<file path="src/rtl/fp32_fma_issue_arbiter_if.sv">
// Bundle between the FP issue queues, the shared FMA datapath and the arbiter.
// The arbiter takes the slave modport; the environment drives through master.
interface fp32_fma_issue_arbiter_if #(
  parameter int NUM_REQ = 2,
  parameter int TAG_W   = 6
);
  logic [NUM_REQ-1:0]       req_valid;
  logic [NUM_REQ-1:0]       req_ready;
  logic [NUM_REQ*32-1:0]    req_mullhs;
  logic [NUM_REQ*32-1:0]    req_mulrhs;
  logic [NUM_REQ*32-1:0]    req_addend;
  logic [NUM_REQ*3-1:0]     req_rm;
  logic [NUM_REQ*TAG_W-1:0] req_tag;
  logic [NUM_REQ-1:0]       flush;

  logic [31:0]              fma_mullhs;
  logic [31:0]              fma_mulrhs;
  logic [31:0]              fma_addend;
  logic [2:0]               fma_rm;
  logic [31:0]              fma_result;
  logic [4:0]               fma_fflags;

  logic [NUM_REQ-1:0]       rsp_valid;
  logic [31:0]              rsp_result;
  logic [4:0]               rsp_fflags;
  logic [TAG_W-1:0]         rsp_tag;

  logic                     quiesce_req;
  logic                     quiesce_ack;
  logic                     busy;

  modport master (
    output req_valid, req_mullhs, req_mulrhs, req_addend, req_rm, req_tag, flush,
    output fma_result, fma_fflags, quiesce_req,
    input  req_ready, fma_mullhs, fma_mulrhs, fma_addend, fma_rm,
    input  rsp_valid, rsp_result, rsp_fflags, rsp_tag, quiesce_ack, busy
  );

  modport slave (
    input  req_valid, req_mullhs, req_mulrhs, req_addend, req_rm, req_tag, flush,
    input  fma_result, fma_fflags, quiesce_req,
    output req_ready, fma_mullhs, fma_mulrhs, fma_addend, fma_rm,
    output rsp_valid, rsp_result, rsp_fflags, rsp_tag, quiesce_ack, busy
  );
endinterface

</file>
<file path="src/rtl/fp32_fma_issue_arbiter.sv">
// Round-robin issue arbiter for one shared pipelined FP32 FMA, with a shadow pipe
// that routes results back to their owners, per-requester flush and a quiesce drain.
module fp32_fma_issue_arbiter #(
  parameter int NUM_REQ     = 2,
  parameter int FMA_LATENCY = 4,
  parameter int TAG_W       = 6
) (
  input  logic                  clk,
  input  logic                  rst_n,
  fp32_fma_issue_arbiter_if.slave bus
);

  localparam int ID_W = (NUM_REQ > 1) ? $clog2(NUM_REQ) : 1;
  localparam int LAST = FMA_LATENCY - 1;

  typedef enum logic [1:0] {
    ST_RUN,
    ST_DRAIN,
    ST_QUIESCED
  } state_t;

  state_t                             state_q, state_d;
  logic [ID_W-1:0]                    rr_ptr_q, rr_ptr_d;
  logic [FMA_LATENCY-1:0]             sh_valid_q, sh_valid_d;
  logic [FMA_LATENCY-1:0][ID_W-1:0]   sh_id_q, sh_id_d;
  logic [FMA_LATENCY-1:0][TAG_W-1:0]  sh_tag_q, sh_tag_d;

  logic                               issue_en;
  logic [NUM_REQ-1:0]                 eligible;
  logic                               grant_valid;
  logic [ID_W-1:0]                    grant_id;
  logic [TAG_W-1:0]                   grant_tag;
  logic [NUM_REQ-1:0]                 rsp_valid_c;
  logic                               rsp_any;

  // Gating with rst_n keeps req_ready and the operand bus at zero while reset is held.
  assign issue_en = rst_n && (state_q == ST_RUN);
  assign eligible = bus.req_valid & ~bus.flush;

  always_comb begin
    int              sum;
    logic [ID_W-1:0] idx;
    grant_valid = 1'b0;
    grant_id    = '0;
    sum         = 0;
    idx         = '0;
    for (int k = 0; k < NUM_REQ; k++) begin
      sum = int'(rr_ptr_q) + k;
      if (sum >= NUM_REQ) sum = sum - NUM_REQ;
      idx = ID_W'(sum);
      if (issue_en && !grant_valid && eligible[idx]) begin
        grant_valid = 1'b1;
        grant_id    = idx;
      end
    end
  end

  always_comb begin
    bus.req_ready  = '0;
    bus.fma_mullhs = '0;
    bus.fma_mulrhs = '0;
    bus.fma_addend = '0;
    bus.fma_rm     = '0;
    grant_tag      = '0;
    for (int i = 0; i < NUM_REQ; i++) begin
      if (grant_valid && (grant_id == ID_W'(i))) begin
        bus.req_ready[i] = 1'b1;
        bus.fma_mullhs   = bus.req_mullhs[32*i +: 32];
        bus.fma_mulrhs   = bus.req_mulrhs[32*i +: 32];
        bus.fma_addend   = bus.req_addend[32*i +: 32];
        bus.fma_rm       = bus.req_rm[3*i +: 3];
        grant_tag        = bus.req_tag[TAG_W*i +: TAG_W];
      end
    end
  end

  always_comb begin
    rr_ptr_d = rr_ptr_q;
    if (grant_valid) begin
      rr_ptr_d = (grant_id == ID_W'(NUM_REQ - 1)) ? '0 : grant_id + ID_W'(1);
    end
  end

  // The pipe never stalls; a flush drops matching entries as they shift.
  always_comb begin
    sh_valid_d    = '0;
    sh_id_d       = '0;
    sh_tag_d      = '0;
    sh_valid_d[0] = grant_valid;
    sh_id_d[0]    = grant_id;
    sh_tag_d[0]   = grant_tag;
    for (int s = 1; s < FMA_LATENCY; s++) begin
      sh_valid_d[s] = sh_valid_q[s-1] && !bus.flush[sh_id_q[s-1]];
      sh_id_d[s]    = sh_id_q[s-1];
      sh_tag_d[s]   = sh_tag_q[s-1];
    end
  end

  always_comb begin
    rsp_valid_c = '0;
    for (int i = 0; i < NUM_REQ; i++) begin
      rsp_valid_c[i] = sh_valid_q[LAST] && (sh_id_q[LAST] == ID_W'(i)) && !bus.flush[i];
    end
    rsp_any        = |rsp_valid_c;
    bus.rsp_valid  = rsp_valid_c;
    bus.rsp_result = rsp_any ? bus.fma_result : '0;
    bus.rsp_fflags = rsp_any ? bus.fma_fflags : '0;
    bus.rsp_tag    = rsp_any ? sh_tag_q[LAST] : '0;
  end

  // Drain completes once nothing will be left in the pipe after this edge.
  always_comb begin
    state_d = state_q;
    case (state_q)
      ST_RUN: begin
        if (bus.quiesce_req) state_d = ST_DRAIN;
      end
      ST_DRAIN: begin
        if (!bus.quiesce_req)      state_d = ST_RUN;
        else if (sh_valid_d == '0) state_d = ST_QUIESCED;
      end
      ST_QUIESCED: begin
        if (!bus.quiesce_req) state_d = ST_RUN;
      end
      default: state_d = ST_RUN;
    endcase
  end

  assign bus.quiesce_ack = (state_q == ST_QUIESCED);
  assign bus.busy        = |sh_valid_q;

  always_ff @(posedge clk or negedge rst_n) begin
    if (!rst_n) begin
      state_q    <= ST_RUN;
      rr_ptr_q   <= '0;
      sh_valid_q <= '0;
      sh_id_q    <= '0;
      sh_tag_q   <= '0;
    end else begin
      state_q    <= state_d;
      rr_ptr_q   <= rr_ptr_d;
      sh_valid_q <= sh_valid_d;
      sh_id_q    <= sh_id_d;
      sh_tag_q   <= sh_tag_d;
    end
  end

endmodule

</file>
<file path="src/flat_wrapper.sv">
// flat-port wrapper written by rule: the top's interface ports become plain ports
module fp32_fma_issue_arbiter_flat 
#(
  parameter int NUM_REQ     = 2,
  parameter int FMA_LATENCY = 4,
  parameter int TAG_W       = 6
)
  (clk, rst_n, bus_req_valid, bus_req_mullhs, bus_req_mulrhs, bus_req_addend, bus_req_rm, bus_req_tag, bus_flush, bus_fma_result, bus_fma_fflags, bus_quiesce_req, bus_req_ready, bus_fma_mullhs, bus_fma_mulrhs, bus_fma_addend, bus_fma_rm, bus_rsp_valid, bus_rsp_result, bus_rsp_fflags, bus_rsp_tag, bus_quiesce_ack, bus_busy);
  fp32_fma_issue_arbiter_if #(.NUM_REQ(NUM_REQ), .TAG_W(TAG_W)) bus_i ();
  input  logic clk;
  input  logic rst_n;
  input wire logic [$bits(bus_i.req_valid)-1:0] bus_req_valid;
  input wire logic [$bits(bus_i.req_mullhs)-1:0] bus_req_mullhs;
  input wire logic [$bits(bus_i.req_mulrhs)-1:0] bus_req_mulrhs;
  input wire logic [$bits(bus_i.req_addend)-1:0] bus_req_addend;
  input wire logic [$bits(bus_i.req_rm)-1:0] bus_req_rm;
  input wire logic [$bits(bus_i.req_tag)-1:0] bus_req_tag;
  input wire logic [$bits(bus_i.flush)-1:0] bus_flush;
  input wire logic [$bits(bus_i.fma_result)-1:0] bus_fma_result;
  input wire logic [$bits(bus_i.fma_fflags)-1:0] bus_fma_fflags;
  input wire logic [$bits(bus_i.quiesce_req)-1:0] bus_quiesce_req;
  output wire logic [$bits(bus_i.req_ready)-1:0] bus_req_ready;
  output wire logic [$bits(bus_i.fma_mullhs)-1:0] bus_fma_mullhs;
  output wire logic [$bits(bus_i.fma_mulrhs)-1:0] bus_fma_mulrhs;
  output wire logic [$bits(bus_i.fma_addend)-1:0] bus_fma_addend;
  output wire logic [$bits(bus_i.fma_rm)-1:0] bus_fma_rm;
  output wire logic [$bits(bus_i.rsp_valid)-1:0] bus_rsp_valid;
  output wire logic [$bits(bus_i.rsp_result)-1:0] bus_rsp_result;
  output wire logic [$bits(bus_i.rsp_fflags)-1:0] bus_rsp_fflags;
  output wire logic [$bits(bus_i.rsp_tag)-1:0] bus_rsp_tag;
  output wire logic [$bits(bus_i.quiesce_ack)-1:0] bus_quiesce_ack;
  output wire logic [$bits(bus_i.busy)-1:0] bus_busy;
  assign bus_i.req_valid = bus_req_valid;
  assign bus_i.req_mullhs = bus_req_mullhs;
  assign bus_i.req_mulrhs = bus_req_mulrhs;
  assign bus_i.req_addend = bus_req_addend;
  assign bus_i.req_rm = bus_req_rm;
  assign bus_i.req_tag = bus_req_tag;
  assign bus_i.flush = bus_flush;
  assign bus_i.fma_result = bus_fma_result;
  assign bus_i.fma_fflags = bus_fma_fflags;
  assign bus_i.quiesce_req = bus_quiesce_req;
  assign bus_req_ready = bus_i.req_ready;
  assign bus_fma_mullhs = bus_i.fma_mullhs;
  assign bus_fma_mulrhs = bus_i.fma_mulrhs;
  assign bus_fma_addend = bus_i.fma_addend;
  assign bus_fma_rm = bus_i.fma_rm;
  assign bus_rsp_valid = bus_i.rsp_valid;
  assign bus_rsp_result = bus_i.rsp_result;
  assign bus_rsp_fflags = bus_i.rsp_fflags;
  assign bus_rsp_tag = bus_i.rsp_tag;
  assign bus_quiesce_ack = bus_i.quiesce_ack;
  assign bus_busy = bus_i.busy;
  fp32_fma_issue_arbiter #(.NUM_REQ(NUM_REQ), .FMA_LATENCY(FMA_LATENCY), .TAG_W(TAG_W)) u_core (.clk(clk), .rst_n(rst_n), .bus(bus_i));
endmodule
</file>
<file path="config.mk">
export PLATFORM = sky130hd
export DESIGN_NAME = fp32_fma_issue_arbiter_flat
export DESIGN_NICKNAME = d
export VERILOG_FILES = /design/src/rtl/fp32_fma_issue_arbiter_if.sv /design/src/rtl/fp32_fma_issue_arbiter.sv /design/src/flat_wrapper.sv
export SDC_FILE = /design/constraint.sdc
export NUM_CORES = 1
export LEC_CHECK = 0
export BUFFER_PORTS_ARGS = -buffer_cell sky130_fd_sc_hd__buf_2
export CORE_AREA = 2 2 156 158
export CTS_BUF_LIST = sky130_fd_sc_hd__clkbuf_16
export DETAILED_ROUTE_END_ITERATION = 8
export DIE_AREA = 0 0 158 160
export GPL_ROUTABILITY_DRIVEN = 0
export PLACE_DENSITY = 0.5
export SLEW_MARGIN = 20
export SYNTH_ARGS = -nofsm -noshare
export SYNTH_HDL_FRONTEND = slang
export SYNTH_SLANG_ARGS = --single-unit
</file>
<file path="constraint.sdc">
create_clock -name clk -period 1.4 [get_ports clk]
set_input_delay 0.14 -clock clk [delete_from_list [all_inputs] [get_ports clk]]
set_output_delay 0.14 -clock clk [all_outputs]
set_load 0.02 [all_outputs]
</file>
==> results of run 1 <==
==> power by group through the flow <==
stage | sequential, mW | combinational, mW | clock, mW
detailed placement | 1.14 | 2.56 | 0
global route | 1.14 | 3.35 | 1.34
floorplan | 1.14 | 1.38 | 0
finish | 1.13 | 3.14 | 1.26
CTS | 1.13 | 3.03 | 1.31
global placement | 1.14 | 2.56 | 0
==> worst max-delay path by stage <==
stage	from	to	slack (ns)	cells past startpoint
global placement	u_core.rr_ptr_q$_DFFE_PN0P_	bus_fma_addend[29]	-0.24	6
floorplan	u_core.rr_ptr_q$_DFFE_PN0P_	bus_fma_addend[1]	-0.08	5
CTS	u_core.rr_ptr_q$_DFFE_PN0P_	bus_fma_mullhs[0]	-0.52	6
finish	u_core.rr_ptr_q$_DFFE_PN0P_	bus_fma_addend[24]	-0.55	6
detailed placement	u_core.rr_ptr_q$_DFFE_PN0P_	bus_fma_addend[29]	-0.25	6
global route	u_core.rr_ptr_q$_DFFE_PN0P_	bus_fma_addend[7]	-0.58	5
==> final cells by class <==
class	instances	share of cell area, %
repair buffers	495	44.7
multi-input cells	392	37.4
flip-flops and latches	35	10.7
well taps	324	4.96
clock buffers	5	1.53
clock inverters	3	0.582
inverters	2	0.0919
==> cell usage in the layout (no fill, tap or decap), types with 7 or more instances in the layout <==
| cell type | count |
|---|---|
| buf_2 | 315 |
| nand3_1 | 171 |
| buf_6 | 82 |
| a21oi_2 | 72 |
| buf_4 | 68 |
| and3_4 | 44 |
| dfrtp_1 | 35 |
| a21oi_1 | 25 |
| nand3_2 | 23 |
| buf_12 | 21 |
| nand3_4 | 18 |
| a21oi_4 | 10 |
| clkbuf_16 | 7 |
==> kinds of logic (layout without fill, tap and decap cells) <==
kind of cell	after synthesis	after routing	synth area share, %
compound gates	112	112	19.4
buf+inv	69	505	9.48
flops	35	35	24.7
mux	4	4	1.13
simple gates	276	276	45.4
==> registers in the layout (all words and copies together) (netlist names) <==
register and count:
u_core.state_q 2, u_core.rr_ptr_q 1, u_core.sh_id_q 1, u_core.sh_valid_q 4
u_core.sh_tag_q 6, u_core.sh_tag_d 18, u_core.sh_id_d 3
==> metal layers <==
metal	vias up	global-route usage [%]	share of wire (%)
met5	-	0	0
met4	0	4.05	2.3
met3	29	1.55	7.4
met2	298	28.5	52
met1	2647	17.3	39
li1	2697	-	-
==> critical path, cell delays in order, from the launching register on <==
cell	delay, ns
dfrtp_1	0.40
or3b_4	0.49
buf_12	0.18
clkbuf_16	0.17
nand3_2	0.07
a21oi_2	0.05
buf_4	0.16
==> what timing repair did <==
item / in CTS / in global routing
pin swaps: 31 / 32
setup endpoints to repair: 154 / 154
setup buffers: 11 / 6
hold buffers: 0 / 0
gates resized for setup: 152 / 109
gates cloned: 11 / 3
==> through the flow <==
stage	instances	cell area [µm²]
floorplan	496	3900
global placement	1225	6740
detailed placement	1225	6740
CTS	1255	7790
global route	1256	8170
finish	1256	8170
==> reports/results.tsv, run 1 <==
stage	metric	value	unit
status	status	finished, violations left	
status	violations	negative setup slack	
final_layout	ff_latch_area	876	µm²
grt	grt_remaining_overflow	0	
power	pwr-share-comb	56.8	%
route	wl_per_cell	16.9	µm
power	fin_total_pwr	5.54	mW
synthesis	syn_nets	750	
sta	finalHoldViolations	0	
sta	fin_skew	0.00242	ns
floorplan	row_count	57	
floorplan	core-area	23800	µm²
grt	grt_pass1_vias	5546	
grt	grt_pass1_wl	29.7	mm
final_layout	antenna_cells	0	
sta	finalWorstSetupSlack	-0.547	ns
sta	holdWs	0.0707	ns
placed_design	pre_cts_slack	-0.250	ns
floorplan	die_w	158	µm
grt	antenna_found_initial	0	
sta	period_share	139	%
final_layout	multi_input_area	3060	µm²
power	p_sw_share	39.3	%
clocking	cts_tree	done	
placed_design	port_buffers	401	
sta	relSlewSlack	71.4	%
clocking	cts.sinks	35	
setup_path	reg2reg_depth	4	
sta	worst_pin_slew	0.429	ns
final_layout	layout-drive-gt1-share	72.6	%
final_layout	utilization	34.3	%
final_layout	fill_cells	2509	
power	internal_power	3.36	mW
clocking	cts-root-buf	clkbuf_16	
power	seq_power_share	20.4	%
sta	fmax	514	MHz
clocking	clock_latency	0.28	ns
final_layout	final_nets	1185	
synthesis	yosysTopAreaCellShare	25.5	%
synthesis	synth_ff_type	dfrtp_1	
synthesis	synth_edf_count	0	
floorplan	initial_core_util	14.9	%
power	power_leakage	3.70	nW
route	wl	21.2	mm
power	power_frac_clock	22.8	%
synthesis	synth_area_per_cell	7.16	µm²
setup_path	path_max_fanout	5	
synthesis	yosys-top-cells-count	181 x nand3_1, 77 x a21oi_1, 46 x and3_1	
clocking	cts_buffer_depth	2	
route	drt_pass1_iterations	5	
synthesis	netlist_instances	496	
synthesis	ys_ff_latch	35	
sta	fin_crit	1.95	ns
clocking	path_clk_slew	0.06	ns
synthesis	yosys_warnings	0	
setup_path	startpoint_type	register	
synthesis	synth.cell_area	3550	µm²
final_layout	syn_to_final_growth	130	%
route	ant_nets	0	
power	p_sw	2.18	mW
floorplan	dieHeight	160	µm
grt	gr-usage-all-layers	14.9	%
synthesis	synth_most_common_cell	nand3_1	
synthesis	synth_cell_types	27	
worst_hold_path	hold_path.class	input port to asynchronous set/reset pin	
clocking	htree_levels	2	
route	via_per_inst	4.52	
setup_path	reg2reg_slack	-0.09	ns
setup_path	rr_endpoint	u_core.sh_id_d[1]$_DFF_PN0_	
synthesis	synth-seq-area-share	24.7	%
setup_path	endpoint_kind	output pin	
floorplan	io_pins	402	
power	power.density	678	nW/µm²
synthesis	ys_top_cells_by_area	nand3_1 26%, dfrtp_1 25%, a21oi_1 11%, nand3_2 8.7%, and3_1 8.1%	
setup_path	critPathKind	register to output pin	
clocking	cts-buffers-inserted	5	
route	drt_iter0_drc	437	
setup_path	worstPathRequired	1.26	ns
power	ir_worst_vdd	0.000408	V
grt	grt_max_degree	60	
job	drv_cap	0	
synthesis	async_reset_ff_share	100	%
route	dr_total_vias	5671	
setup_path	arrival	1.81	ns
synthesis	synth_top_area_cell	nand3_1	
sta	rsz0062_at_grt	true	
sta	setup_viol_count_final	152	
sta	slew_violations	0	
placed_design	hpwl	14.3	mm
setup_path	r2r-start	u_core.rr_ptr_q$_DFFE_PN0P_	
route	drc	0	
floorplan	die-area	25300	µm²
sta	setup_tns	-64.26	ns
(Power assumes the default switching activity.)
==> run 2: changes to the inputs <==
Settings changed: PLACE_DENSITY 0.5 to default.
==> run 2 against run 1 <==
  * The flow still finishes with violations (negative setup slack)
  * First-iteration DRC count decreased by 19%
  * Hold slack improved by 0.0076 ns
  * Clock skew hardly changed
  * Combinational power is 4% higher
  * Core utilization increased by 0.73 points
  * Critical path type unchanged
==> reports/results.tsv, run 2 (synthesis results as in run 1) <==
stage	metric	value	unit	change
floorplan	die_w	158	µm	unchanged
power	internal_power	3.27	mW	was 3.36 mW
final_layout	finalInstanceArea	8340	µm²	was 8170 µm²
clocking	cts-root-buf	clkbuf_16		unchanged
clocking	cts-buffers-inserted	5		unchanged
final_layout	final_nets	1173		was 1,185
clocking	htree_levels	2		unchanged
clocking	path_clk_slew	0.06	ns	about the same
power	p_sw	2.19	mW	was 2.18 mW
grt	grt_pass1_wl	28.8	mm	was 29.7 mm
grt	antenna_found_initial	1		was 0
route	drc	0		unchanged
sta	setup_viol_count_final	152		unchanged
setup_path	crit_chain	buf_6, nand3b_1, buf_6, buf_12, buf_12, nand3_4, a21oi_4, buf_6		was or3b_4, buf_12, clkbuf_16, nand3_2, a21oi_2, buf_4
setup_path	cpPeakStageDelay	0.39	ns	was 0.49 ns
clocking	clock_latency	0.27	ns	was 0.28 ns
power	ir_worst_vdd	0.000443	V	was 0.000408 V
floorplan	initial_core_util	14.9	%	unchanged
final_layout	final_cell_mix	269 x buf_2, 165 x nand3_1, 106 x buf_4, 79 x a21oi_2, 68 x buf_6		was 315 x buf_2, 171 x nand3_1, 82 x buf_6, 72 x a21oi_2, 68 x buf_4
route	ant_nets	0		unchanged
grt	grt_max_degree	64		was 60
final_layout	utilization	35.0	%	was 34.3%
route	drt_pass1_iterations	6		was 5
grt	grt_pass1_vias	5645		was 5,546
route	dr_total_vias	5706		was 5,671
floorplan	dieHeight	160	µm	unchanged
sta	setup_tns	-57.25	ns	was -64.26 ns
setup_path	path_max_fanout	6		was 5
sta	fmax	528	MHz	was 514 MHz
setup_path	crit_buf_inv	5		was 3
sta	holdWs	0.0783	ns	was 0.0707 ns
power	power.density	655	nW/µm²	was 678 nW/µm²
setup_path	critPathSlowestCell	dfrtp_1		was or3b_4
worst_hold_path	hold_path.class	input port to asynchronous set/reset pin		unchanged
clocking	cts_buffer_depth	2		unchanged
placed_design	port_buffers	401		unchanged
sta	worst_pin_slew	0.439	ns	was 0.429 ns
route	wl_per_cell	16.8	µm	was 16.9 µm
sta	fin_skew	0.00254	ns	was 0.00242 ns
floorplan	core-area	23800	µm²	unchanged
status	violations	negative setup slack		unchanged
final_layout	antenna_cells	0		unchanged
setup_path	arrival	1.75	ns	was 1.81 ns
setup_path	critPathKind	register to output pin		unchanged
floorplan	row_count	57		unchanged
floorplan	io_pins	402		unchanged
setup_path	worstPathRequired	1.26	ns	about the same
placed_design	place_area	6620	µm²	was 6740 µm²
sta	relSlewSlack	70.7	%	was 71.4%
sta	fin_crit	1.89	ns	was 1.95 ns
sta	rsz0062_at_grt	true		unchanged
final_layout	layout-drive-gt1-share	73.7	%	was 72.6%
final_layout	largest_reg_flops	18		unchanged
sta	finalHoldViolations	0		unchanged
route	via_per_inst	4.59		was 4.52
placed_design	hpwl	14.2	mm	was 14.3 mm
route	drt_iter0_drc	352		was 437
power	power_frac_clock	19.5	%	was 22.8%
route	top_layer_used	met5		was met4
setup_path	endpoint_kind	output pin		unchanged
clocking	cts.sinks	35		unchanged
sta	period_share	135	%	was 139%
power	seq_power_share	20.7	%	was 20.4%
route	wl_met3	1.58	mm	was 1.57 mm
final_layout	layout_commonest_cell	buf_2		unchanged
job	drv_cap	0		unchanged
final_layout	syn_to_final_growth	135	%	was 130%
grt	gr-usage-all-layers	14.4	%	was 14.9%
route	dr_wl_met2	10.8	mm	was 10.9 mm
setup_path	crit_top_cell	buf_6		
power	p_sw_share	40.2	%	was 39.3%
status	status	finished, violations left		unchanged
setup_path	path_delay_family	buffers and inverters		was simple AND/OR/NAND/NOR gates
power	power_leakage	3.68	nW	was 3.70 nW
clocking	hold_buffers	0		unchanged
sta	finalWorstSetupSlack	-0.494	ns	was -0.547 ns
sta	slew_violations	0		unchanged
route	wl	20.9	mm	was 21.2 mm
setup_path	startpoint_type	register		unchanged
clocking	cts_tree	done		unchanged
route	wl_met1	7.59	mm	was 8.25 mm
grt	grt_remaining_overflow	0		unchanged
power	pwr-share-comb	59.8	%	was 56.8%
floorplan	die-area	25300	µm²	unchanged
-- run 2: cell types whose count changed in the layout (fill, tap and decap cells not counted), moves of 3 or more --
cell / delta
buf_12: +5
a21oi_2: +7
buf_4: +38
buf_2: -46
nand3_2: +9
a21oi_1: -9
buf_6: -14
nand3_1: -6
nand3_4: -3
buf_16: +3
-- run 2: area by class of cell --
| cell class | instances | area, µm² |
|---|---|---|
| fill | 2449 | 15500 |
| tap | 324 | 405 |
| inverter | 2 | 7.51 |
| multi-input combinational | 392 | 3110 |
| clock buffer | 5 | 125 |
| sequential | 35 | 877 |
| timing repair buffer | 483 | 3800 |
| clock inverter | 3 | 20.0 |
-- run 2: path summary, 6_finish.rpt --
path,startpoint,end,slack [ns],depth (start not counted)
setup / recovery,u_core.rr_ptr_q$_DFFE_PN0P_,bus_fma_addend[3],-0.49,8
hold / removal,rst_n,u_core.sh_tag_d[18]$_DFF_PN0_,0.08,3
setup reg to reg,u_core.rr_ptr_q$_DFFE_PN0P_,u_core.sh_tag_d[11]$_DFF_PN0_,-0.07,8
hold reg to reg,u_core.sh_tag_d[21]$_DFF_PN0_,u_core.sh_tag_q[21]$_DFF_PN0_,0.35,0
max in group asynchronous,rst_n,u_core.sh_valid_q[3]$_DFF_PN0_,0.99,3
min in group clk,bus_req_tag[6],u_core.sh_tag_d[6]$_DFF_PN0_,0.10,3
-- run 2: worst register-to-register path: stages (launching register included) --
cell and delay (ns):
dfrtp_1 0.39, buf_6 0.12, nand3b_1 0.11, buf_6 0.16
buf_12 0.13, buf_12 0.13, buf_4 0.12, nand3_1 0.08
a21oi_2 0.15
-- run 2: power by group through the flow --
stage | Sequential [mW] | Clock, mW | Combinational [mW]
finish | 1.13 | 1.07 | 3.27
global route | 1.14 | 1.17 | 3.46
CTS | 1.13 | 1.10 | 3.10
detailed placement | 1.14 | 0 | 2.50
global placement | 1.14 | 0 | 2.49
floorplan | 1.14 | 0 | 1.38
-- run 2: metal layers --
layer | GRT usage, % | up-vias
li1 | - | 2667
met1 | 15.1 | 2635
met2 | 27.8 | 342
met3 | 1.76 | 60
met4 | 6.96 | 2
met5 | 0 | -
-- run 2: metrics by stage --
step	power, mW	instances	setup slack [ns]
3_5_place_dp	3.64	1207	-0.333
6_report	5.46	1244	-0.494
5_1_grt	5.76	1244	-0.568
2_1_floorplan	2.51	496	-0.0813
4_1_cts	5.33	1236	-0.523
3_3_place_gp	3.63	1207	-0.306
-- run 2: timing repair --
action | 4_1_cts | 5_1_grt
setup buffers | 9 | 7
pin swaps | 58 | 26
endpoints found under the setup margin | 152 | 154
gates cloned | 12 | 4
resized for setup | 231 | 78
==> run 3: changes to the inputs <==
Settings changed: CTS_BUF_LIST sky130_fd_sc_hd__clkbuf_16 to default.
==> run 3 against run 2 <==
  * The flow still finishes with violations (negative setup slack)
  * Register-to-register slack hardly changed
  * Clock power is 5% higher
  * Sequential share of layout area hardly changed
  * Die area stayed put
  * First-iteration DRC count is 0.57% higher
  * Clock skew is 0.0019 ns lower
  * Count of clock-buffer cells in the layout is 1 higher
  * Largest cell class unchanged
  * Hold slack worse by 0.011 ns
  * Maximum frequency hardly changed
  * Critical path type unchanged
==> reports/results.tsv, run 3 (synthesis results as in run 1) <==
stage	metric	value	unit	change
sta	finalWorstSetupSlack	-0.492	ns	was -0.494 ns
sta	fin_skew	0.000641	ns	was 0.00254 ns
clocking	cts-root-buf	clkbuf_16		unchanged
floorplan	die-area	25300	µm²	unchanged
status	violations	negative setup slack		unchanged
sta	period_share	135	%	about the same
grt	grt_pass1_vias	5658		was 5,645
floorplan	core-area	23800	µm²	unchanged
floorplan	die_w	158	µm	unchanged
route	drt_pass1_iterations	4		was 6
power	power_frac_clock	20.3	%	was 19.5%
final_layout	syn_to_final_growth	135	%	about the same
power	power.density	660	nW/µm²	was 655 nW/µm²
grt	met1_usage	15.2	%	was 15.1%
route	dr_total_vias	5633		was 5,706
final_layout	layout_commonest_cell	buf_2		unchanged
floorplan	initial_core_util	14.9	%	unchanged
final_layout	layout-drive-gt1-share	73.8	%	was 73.7%
setup_path	r2r-start	u_core.rr_ptr_q$_DFFE_PN0P_		unchanged
setup_path	reg2reg_depth	8		unchanged
sta	rsz0062_at_grt	true		unchanged
placed_design	hpwl	14.2	mm	unchanged
sta	holdWs	0.0677	ns	was 0.0783 ns
setup_path	crit_end	bus_fma_addend[3]		unchanged
power	ir_worst_vdd	0.000439	V	was 0.000443 V
setup_path	reg2reg_slack	-0.07	ns	about the same
clocking	path_clk_slew	0.05	ns	was 0.06 ns
grt	met2_usage	27.8	%	unchanged
sta	setup_tns	-56.97	ns	was -57.25 ns
worst_hold_path	hold_path.class	input port to asynchronous set/reset pin		unchanged
sta	setup_viol_count_final	152		unchanged
setup_path	crit_path_start	u_core.rr_ptr_q$_DFFE_PN0P_		unchanged
route	via_per_inst	4.53		was 4.59
setup_path	worstPathRequired	1.26	ns	about the same
grt	grt_pass1_wl	28.8	mm	about the same
floorplan	row_count	57		unchanged
power	pwr-share-comb	59.2	%	was 59.8%
final_layout	ff_latch_area	877	µm²	unchanged
final_layout	final-instance-count-excl-fill	1244		unchanged
final_layout	antenna_cells	0		unchanged
clocking	cts.sinks	35		unchanged
floorplan	dieHeight	160	µm	unchanged
final_layout	final_nets	1173		unchanged
status	status	finished, violations left		unchanged
sta	worst_pin_slew	0.437	ns	was 0.439 ns
setup_path	path_max_fanout	6		unchanged
grt	grt_remaining_overflow	0		unchanged
power	internal_power	3.32	mW	was 3.27 mW
power	power_leakage	3.69	nW	was 3.68 nW
grt	grt_util_met3	1.76	%	unchanged
placed_design	dpl.cell_count	1207		unchanged
floorplan	io_pins	402		unchanged
setup_path	endpoint_kind	output pin		unchanged
final_layout	multi_input_area	3110	µm²	unchanged
power	p_sw_share	39.8	%	was 40.2%
sta	fmax	529	MHz	was 528 MHz
clocking	htree_levels	2		unchanged
grt	busiest_layer	met2		unchanged
setup_path	critPathKind	register to output pin		unchanged
clocking	cts_tree	done		unchanged
power	p_sw	2.19	mW	about the same
setup_path	rr_endpoint	u_core.sh_tag_d[10]$_DFF_PN0_		was u_core.sh_tag_d[11]$_DFF_PN0_
job	drv_cap	0		unchanged
setup_path	startpoint_type	register		unchanged
route	ant_nets	0		unchanged
placed_design	port_buffers	401		unchanged
grt	antenna_found_initial	1		unchanged
route	wl	20.9	mm	about the same
sta	fin_crit	1.89	ns	about the same
final_layout	final_cell_mix	269 x buf_2, 165 x nand3_1, 106 x buf_4, 79 x a21oi_2, 68 x buf_6		unchanged
grt	gr-usage-all-layers	14.4	%	about the same
clocking	cts_buffer_depth	2		unchanged
final_layout	largest_reg_flops	18		unchanged
route	drc	0		unchanged
power	seq_power_share	20.5	%	was 20.7%
grt	grt_max_degree	64		unchanged
sta	finalHoldViolations	0		unchanged
final_layout	fill_cells	2448		was 2,449
clocking	clock_latency	0.27	ns	about the same
sta	relSlewSlack	70.9	%	was 70.7%
route	drt_iter0_drc	354		was 352
route	wl_per_cell	16.8	µm	about the same
clocking	hold_buffers	0		unchanged
clocking	cts-buffers-inserted	5		unchanged
setup_path	arrival	1.75	ns	about the same
sta	slew_violations	0		unchanged
run 3: cell type report:
class / instances / area share (%)
Multi-Input combinational cell: 392 / 37.3
Sequential cell: 35 / 10.5
Timing Repair Buffer: 483 / 45.4
Clock inverter: 2 / 0.195
Inverter: 2 / 0.0899
Tap cell: 324 / 4.85
Clock buffer: 6 / 1.66
run 3: how the worst min path moves through the flow:
stage | from | to | slack (ns) | depth (start not counted)
2_1_floorplan | rst_n | u_core.rr_ptr_q$_DFFE_PN0P_ | -0.16 | 0
3_3_place_gp | u_core.sh_tag_d[14]$_DFF_PN0_ | u_core.sh_tag_d[20]$_DFF_PN0_ | 0.33 | 0
3_5_place_dp | u_core.sh_tag_d[8]$_DFF_PN0_ | u_core.sh_tag_d[14]$_DFF_PN0_ | 0.33 | 0
4_1_cts | bus_req_tag[9] | u_core.sh_tag_d[9]$_DFF_PN0_ | 0.09 | 3
5_1_grt | bus_req_tag[8] | u_core.sh_tag_d[8]$_DFF_PN0_ | 0.09 | 3
6_report | rst_n | u_core.sh_id_d[1]$_DFF_PN0_ | 0.07 | 3
run 3: repair_timing:
item	CTS	global route
resized for setup	231	78
gates cloned	12	4
buffers inserted	9	7
setup endpoints to repair	152	154
pin swaps	58	26
run 3: routing by layer:
layer,vias to the layer above,part of all wire [%]
met5,-,0.062
met4,2,4.4
met3,48,7.7
met2,321,52
met1,2595,36
li1,2667,-
run 3: stage by stage:
stage          power (mW)  cell area (µm²)  util (%)  worst slack [ns]
2_1_floorplan        2.51             3900         -           -0.0813
3_3_place_gp         3.63             6620      27.8            -0.306
3_5_place_dp         3.64             6620      27.8            -0.333
4_1_cts              5.39             7930      33.3            -0.523
5_1_grt              5.82             8350      35.1            -0.568
6_report             5.52             8350      35.1            -0.492
run 3: power groups by stage:
stage	registers (mW)	clock network (mW)	logic, mW
global placement	1.14	0	2.49
CTS	1.13	1.17	3.10
finish	1.13	1.12	3.26
floorplan	1.14	0	1.38
detailed placement	1.14	0	2.50
global route	1.14	1.23	3.46
run 3: critical path, stage by stage (launching register included):
cell and delay, ns:
dfrtp_1 0.39, buf_6 0.12, nand3b_1 0.11, buf_6 0.16, buf_12 0.13, buf_12 0.14, nand3_4 0.09, a21oi_4 0.19
buf_6 0.14
